**src/rtl/mem_arbiter_if.sv**
```systemverilog
// Two-port requester bus plus shared byte-memory bus for mem_arbiter.
// slave: arbiter view (requests/mem replies in, stalls/strobes out); master: the driving side.
interface mem_arbiter_if;
  logic       p0_read;
  logic       p0_write;
  logic [7:0] p0_address;
  logic [7:0] p0_writedata;
  logic [7:0] p0_readdata;
  logic       p0_busywait;
  logic       p1_read;
  logic       p1_write;
  logic [7:0] p1_address;
  logic [7:0] p1_writedata;
  logic [7:0] p1_readdata;
  logic       p1_busywait;
  logic       mem_read;
  logic       mem_write;
  logic [7:0] mem_address;
  logic [7:0] mem_writedata;
  logic [7:0] mem_readdata;
  logic       mem_ack;
  logic       timeout_err;

  modport slave (
    input  p0_read, p0_write, p0_address, p0_writedata,
    input  p1_read, p1_write, p1_address, p1_writedata,
    input  mem_readdata, mem_ack,
    output p0_readdata, p0_busywait,
    output p1_readdata, p1_busywait,
    output mem_read, mem_write, mem_address, mem_writedata,
    output timeout_err
  );

  modport master (
    output p0_read, p0_write, p0_address, p0_writedata,
    output p1_read, p1_write, p1_address, p1_writedata,
    output mem_readdata, mem_ack,
    input  p0_readdata, p0_busywait,
    input  p1_readdata, p1_busywait,
    input  mem_read, mem_write, mem_address, mem_writedata,
    input  timeout_err
  );
endinterface

```
**src/rtl/mem_arbiter.sv**
```systemverilog
// Two-port arbiter onto one shared byte memory; IDLE/BUSY/DONE FSM with ack timeout.
// Ports: clk, rst_n (async low), bus (mem_arbiter_if.slave). MEM_ARBITER_RR_EN: round-robin, else P0 priority.
module mem_arbiter #(
  parameter int unsigned TIMEOUT = 255
) (
  input  logic          clk,
  input  logic          rst_n,
  mem_arbiter_if.slave  bus
);
  localparam logic [7:0] TO = 8'(TIMEOUT);

  typedef enum logic [1:0] {IDLE, BUSY, DONE} state_t;

  state_t     state;
  logic       owner;
  logic [7:0] cnt;

  logic       req0;
  logic       req1;
  logic       win;
  logic       win_rd;
  logic [7:0] win_addr;
  logic [7:0] win_data;

  assign req0 = bus.p0_read | bus.p0_write;
  assign req1 = bus.p1_read | bus.p1_write;

  always_comb begin
`ifdef MEM_ARBITER_RR_EN
    win = (req0 & req1) ? ~owner : ~req0;
`else
    win = ~req0;
`endif
    win_rd   = win ? bus.p1_read : bus.p0_read;
    win_addr = win ? bus.p1_address : bus.p0_address;
    win_data = win ? bus.p1_writedata : bus.p0_writedata;
  end

  assign bus.p0_busywait = req0 & ~((state == DONE) & ~owner);
  assign bus.p1_busywait = req1 & ~((state == DONE) & owner);

  // mem_read doubles as the latched access kind while BUSY.
  always_ff @(posedge clk or negedge rst_n) begin
    if (!rst_n) begin
      state             <= IDLE;
      owner             <= 1'b1;
      cnt               <= 8'h00;
      bus.mem_read      <= 1'b0;
      bus.mem_write     <= 1'b0;
      bus.mem_address   <= 8'h00;
      bus.mem_writedata <= 8'h00;
      bus.p0_readdata   <= 8'h00;
      bus.p1_readdata   <= 8'h00;
      bus.timeout_err   <= 1'b0;
    end else begin
      unique case (state)
        IDLE: begin
          if (req0 | req1) begin
            owner             <= win;
            bus.mem_read      <= win_rd;
            bus.mem_write     <= ~win_rd;
            bus.mem_address   <= win_addr;
            bus.mem_writedata <= win_data;
            cnt               <= 8'h00;
            state             <= BUSY;
          end
        end
        BUSY: begin
          if (bus.mem_ack) begin
            if (bus.mem_read) begin
              if (owner) bus.p1_readdata <= bus.mem_readdata;
              else       bus.p0_readdata <= bus.mem_readdata;
            end
            bus.mem_read  <= 1'b0;
            bus.mem_write <= 1'b0;
            state         <= DONE;
          end else if (cnt == TO) begin
            if (bus.mem_read) begin
              if (owner) bus.p1_readdata <= 8'hFF;
              else       bus.p0_readdata <= 8'hFF;
            end
            bus.mem_read    <= 1'b0;
            bus.mem_write   <= 1'b0;
            bus.timeout_err <= 1'b1;
            state           <= DONE;
          end else begin
            cnt <= cnt + 8'd1;
          end
        end
        DONE: begin
          bus.timeout_err <= 1'b0;
          state           <= IDLE;
        end
        default: state <= IDLE;
      endcase
    end
  end
endmodule

```
**src/flat_wrapper.sv**
```systemverilog
// flat-port wrapper written by rule: the top's interface ports become plain ports
module mem_arbiter_flat 
#(
  parameter int unsigned TIMEOUT = 255
)
  (clk, rst_n, bus_p0_read, bus_p0_write, bus_p0_address, bus_p0_writedata, bus_p1_read, bus_p1_write, bus_p1_address, bus_p1_writedata, bus_mem_readdata, bus_mem_ack, bus_p0_readdata, bus_p0_busywait, bus_p1_readdata, bus_p1_busywait, bus_mem_read, bus_mem_write, bus_mem_address, bus_mem_writedata, bus_timeout_err);
  mem_arbiter_if bus_i ();
  input  logic clk;
  input  logic rst_n;
  input wire logic [$bits(bus_i.p0_read)-1:0] bus_p0_read;
  input wire logic [$bits(bus_i.p0_write)-1:0] bus_p0_write;
  input wire logic [$bits(bus_i.p0_address)-1:0] bus_p0_address;
  input wire logic [$bits(bus_i.p0_writedata)-1:0] bus_p0_writedata;
  input wire logic [$bits(bus_i.p1_read)-1:0] bus_p1_read;
  input wire logic [$bits(bus_i.p1_write)-1:0] bus_p1_write;
  input wire logic [$bits(bus_i.p1_address)-1:0] bus_p1_address;
  input wire logic [$bits(bus_i.p1_writedata)-1:0] bus_p1_writedata;
  input wire logic [$bits(bus_i.mem_readdata)-1:0] bus_mem_readdata;
  input wire logic [$bits(bus_i.mem_ack)-1:0] bus_mem_ack;
  output wire logic [$bits(bus_i.p0_readdata)-1:0] bus_p0_readdata;
  output wire logic [$bits(bus_i.p0_busywait)-1:0] bus_p0_busywait;
  output wire logic [$bits(bus_i.p1_readdata)-1:0] bus_p1_readdata;
  output wire logic [$bits(bus_i.p1_busywait)-1:0] bus_p1_busywait;
  output wire logic [$bits(bus_i.mem_read)-1:0] bus_mem_read;
  output wire logic [$bits(bus_i.mem_write)-1:0] bus_mem_write;
  output wire logic [$bits(bus_i.mem_address)-1:0] bus_mem_address;
  output wire logic [$bits(bus_i.mem_writedata)-1:0] bus_mem_writedata;
  output wire logic [$bits(bus_i.timeout_err)-1:0] bus_timeout_err;
  assign bus_i.p0_read = bus_p0_read;
  assign bus_i.p0_write = bus_p0_write;
  assign bus_i.p0_address = bus_p0_address;
  assign bus_i.p0_writedata = bus_p0_writedata;
  assign bus_i.p1_read = bus_p1_read;
  assign bus_i.p1_write = bus_p1_write;
  assign bus_i.p1_address = bus_p1_address;
  assign bus_i.p1_writedata = bus_p1_writedata;
  assign bus_i.mem_readdata = bus_mem_readdata;
  assign bus_i.mem_ack = bus_mem_ack;
  assign bus_p0_readdata = bus_i.p0_readdata;
  assign bus_p0_busywait = bus_i.p0_busywait;
  assign bus_p1_readdata = bus_i.p1_readdata;
  assign bus_p1_busywait = bus_i.p1_busywait;
  assign bus_mem_read = bus_i.mem_read;
  assign bus_mem_write = bus_i.mem_write;
  assign bus_mem_address = bus_i.mem_address;
  assign bus_mem_writedata = bus_i.mem_writedata;
  assign bus_timeout_err = bus_i.timeout_err;
  mem_arbiter #(.TIMEOUT(TIMEOUT)) u_core (.clk(clk), .rst_n(rst_n), .bus(bus_i));
endmodule
```
**config.mk**
```make
export PLATFORM = sky130hd
export DESIGN_NAME = mem_arbiter_flat
export DESIGN_NICKNAME = d
export VERILOG_FILES = /design/src/rtl/mem_arbiter_if.sv /design/src/rtl/mem_arbiter.sv /design/src/flat_wrapper.sv
export SDC_FILE = /design/constraint.sdc
export NUM_CORES = 1
export LEC_CHECK = 0
export CAP_MARGIN = 40
export CORE_MARGIN = 8
export CORE_UTILIZATION = 39
export DETAILED_ROUTE_END_ITERATION = 7
export PLACE_DENSITY = 0.73
export SYNTH_ARGS = -nofsm -noshare
export SYNTH_HDL_FRONTEND = slang
export SYNTH_SLANG_ARGS = --single-unit
```
**constraint.sdc**
```tcl
create_clock -name clk -period 1.6 [get_ports clk]
set_input_delay 0.4 -clock clk [delete_from_list [all_inputs] [get_ports clk]]
set_output_delay 0.4 -clock clk [all_outputs]
set_load 0.01 [all_outputs]
```
==> flow_summary.json <==
{
  "synth_simple_gate_area_share_pct": 13.0,
  "tritoncts.num_buffers": 5,
  "synth_mux_area_share_pct": 8.45,
  "final_number_of_setup_violating_endpoints": 0,
  "die_height_um": 89.9,
  "design.final.nets": 353,
  "vias_in_the_first_global_route": 1970,
  "worst_setup_hold_path_clk_slew_ns": 0.08,
  "tritoncts": "yes",
  "critical_path_class": "flip-flop to primary output",
  "placement_rows": 27,
  "total_leakage_power_uw": 0.00151,
  "clock_path_buffers": 2,
  "final_util_pct": 63.1,
  "start_util_pct": 39.4,
  "setup_total_negative_slack_ns": 0,
  "ant_nets": 0,
  "power_density_mw_per_mm2": 1550,
  "start_kind": "flip-flop",
  "design.die.area_sq_mm": 0.00809,
  "max_capacitance_violation_count": 0,
  "synth.yosys.seq_area_share_pct": 54.0,
  "finish.instance_area_sq_mm": 0.00341,
  "drc_errors": 0,
  "critical_path.startpoint": "u_core.owner",
  "postPlaceCellArea_sq_mm": 0.00319,
  "cts_root_buf": "sky130_fd_sc_hd__clkbuf_8",
  "finalHoldViolations": 0,
  "syn_avg_cell_area_sq_um": 10.9,
  "period_minus_slack_ns": 1.60,
  "synth_top_cell_by_area": "sky130_fd_sc_hd__dfrtp_1",
  "synthAdderAreaFrac_pct": 0.587,
  "area_growth_syn_to_layout_pct": 60.0,
  "largest_net_degree_at_the_start_of_global_routing": 47,
  "result_of_the_run": "finished clean",
  "grt_setup_unrepaired": "yes",
  "drt_pass1_iterations": 4,
  "fmax_mhz": 625,
  "min_path_type": "input pin to asynchronous set/reset pin",
  "wl_um": 5810,
  "initialDrtViolationCount": 50,
  "rr_startpoint": "u_core.state[1]",
  "grt_antenna_before_repair": 0,
  "synth_compound_gate_area_share_pct": 20.4,
  "cts.htree.levels": 2,
  "routed-via-count": 1919,
  "final_slew_violations": 0,
  "final_min_period_over_clock_period_pct": 99.9,
  "clock-skew-final_ns": 0.00500,
  "yosys_register_bits": 46,
  "routed_via_density": 5.08,
  "synthesis.instances": 196,
  "synth.top_cells.by_area": "sky130_fd_sc_hd__dfrtp_1, sky130_fd_sc_hd__mux2i_1, sky130_fd_sc_hd__o22a_1, sky130_fd_sc_hd__o21ai_0, sky130_fd_sc_hd__nand2_1",
  "clock_latency_ns": 0.30,
  "synth_xor_xnor_area_share_pct": 0,
  "clock-sinks": 46,
  "routability_driven_placement_congestion_ratio": 0.838,
  "ys_async_sr_fraction_pct": 100,
  "yosys_warnings": 0,
  "final_layout_size_suffix_gt1_share_pct": 20.9,
  "chipWidth_um": 89.9,
  "postSynthNetCount": 244,
  "boundaryPins": 84,
  "cts_stage_hold_buffer_count": 0,
  "placeable_area_sq_mm": 0.00541,
  "predominant_post_synthesis_flop_cell": "sky130_fd_sc_hd__dfrtp_1",
  "yosys.cell_types.count": 44,
  "cp_data_required_time_ns": 1.20,
  "timing.critical_path.fanout_max": 2,
  "port_buffers": 83,
  "grt_pass1_wl_um": 9870,
  "synth.most_common_cell": "sky130_fd_sc_hd__dfrtp_1",
  "globalRouteTotalUtil_pct": 14.6,
  "synth.cells.most_frequent": "sky130_fd_sc_hd__dfrtp_1, sky130_fd_sc_hd__nand2_1, sky130_fd_sc_hd__o21ai_0",
  "peakVddDrop_v": 0.000694,
  "arrival_ns": 1.20,
  "mappedNetlistArea_sq_mm": 0.00213,
  "synth.top_cell.area_share_pct": 52.8,
  "whs_ns": 0.0667,
  "slew_headroom_pct": 77.5,
  "synth_edf_count": 0,
  "combinational_family_with_the_most_area_after_synthesis": "compound AO/OA/AOI/OAI gates",
  "globalRouteOverflowTotal": 0,
  "n_antenna_cell": 0,
  "place_hpwl_um": 4330,
  "worst_slew_pin_slew_ns": 0.336,
  "routed_wire_length_per_instance_um": 15.4,
  "critPathCaptureType": "primary output"
}
## cell usage in the layout (no fill, tap or decap), drive strengths merged, types with 2 or more instances in the layout
master / Yosys / routed
nor2b: 2 / 2
clkdlybuf4s50: 0 / 40
dlymetal6s2s: 0 / 4
mux2i: 18 / 18
clkbuf: 1 / 5
o21ai: 23 / 23
a21boi: 2 / 2
buf: 7 / 30
nor3: 3 / 3
nand3: 5 / 5
nand4: 3 / 3
o21a: 2 / 2
a31oi: 2 / 2
and3: 3 / 3
o22a: 14 / 14
inv: 9 / 10
a211o: 2 / 2
a21o: 2 / 2
o211ai: 4 / 4
dlygate4sd2: 0 / 36
dfrtp: 45 / 45
nor2: 7 / 7
a21oi: 3 / 3
nand2: 24 / 24
## final timing paths
| kind | end | cells after the start | slack [ns] |
|---|---|---|---|
| max | bus_p1_busywait | 3 | 0.001 |
| min | u_core.bus.p0_readdata[6] | 2 | 0.07 |
| max reg2reg | u_core.cnt[4] | 4 | 0.04 |
| min reg2reg | u_core.bus.mem_writedata[6] | 2 | 0.48 |
| max in group asynchronous | u_core.owner | 2 | 1.25 |
| min in group clk | u_core.bus.mem_writedata[6] | 2 | 0.48 |
## cell families after synthesis
| logic type | after synthesis |
|---|---|
| AO/OA/AOI/OAI | 61 |
| AND/OR/NAND/NOR | 53 |
| multiplexers | 18 |
| buffers and inverters | 17 |
| adder cells (fa/ha/maj) | 1 |
| flip-flops | 46 |
## critical path, cell delays in order (launching register included)
cell                      delay (ns)
sky130_fd_sc_hd__dfstp_2        0.56
sky130_fd_sc_hd__buf_6          0.10
sky130_fd_sc_hd__a31oi_2        0.09
sky130_fd_sc_hd__buf_2          0.15
## flip-flops by register name, summed over array words and instances (netlist names)
signal / cells
u_core.bus.p1_readdata: 8
u_core.bus.mem_writedata: 8
u_core.owner: 1
u_core.cnt: 8
u_core.state: 2
u_core.bus.mem_address: 8
u_core.bus.timeout_err: 1
u_core.bus.mem_write: 1
u_core.bus.mem_read: 1
u_core.bus.p0_readdata: 8
## repair_timing
action | 4_1_cts | 5_1_grt
gates cloned | 0 | 0
buffers inserted | 2 | 2
pin swaps | 3 | 3
hold endpoints to repair | 0 | 0
resized for setup | 53 | 25
endpoints found under the setup margin | 76 | 28
## power breakdown
group | total, uW | switching (uW) | leakage [uW] | internal (uW)
clock network | 863 | 395 | 0.0000585 | 468
logic | 2470 | 1200 | 0.000907 | 1270
registers | 1950 | 285 | 0.000548 | 1670
total | 5290 | 1880 | 0.00151 | 3410
## area by class of cell
cell class / instances / area (sq um)
fill: 460 / 1990
timing repair buffer: 110 / 1010
clock inverter: 3 / 43.8
inverter: 9 / 33.8
multi-input combinational: 133 / 1010
tap: 72 / 90.1
clock buffer: 5 / 68.8
sequential: 46 / 1150
## through the flow
stage | power (uW) | std cells | setup WS, ns
final | 5290 | 378 | 0.00103
after CTS | 5210 | 376 | 0.0000595
after floorplan | 3090 | 196 | 0.0567
after detailed placement | 4560 | 366 | -0.508
after global placement | 4510 | 366 | -0.437
after global routing | 5710 | 378 | -0.0392
## routing by layer
layer / vias to the layer above / track usage (%) / share of wire [%]
met5: - / 0 / 0
met4: 0 / 4.99 / 1.4
met3: 6 / 6.32 / 9.0
met2: 68 / 21.2 / 46
met1: 907 / 18.9 / 43
li1: 938 / - / -
(Power assumes the default switching activity.)
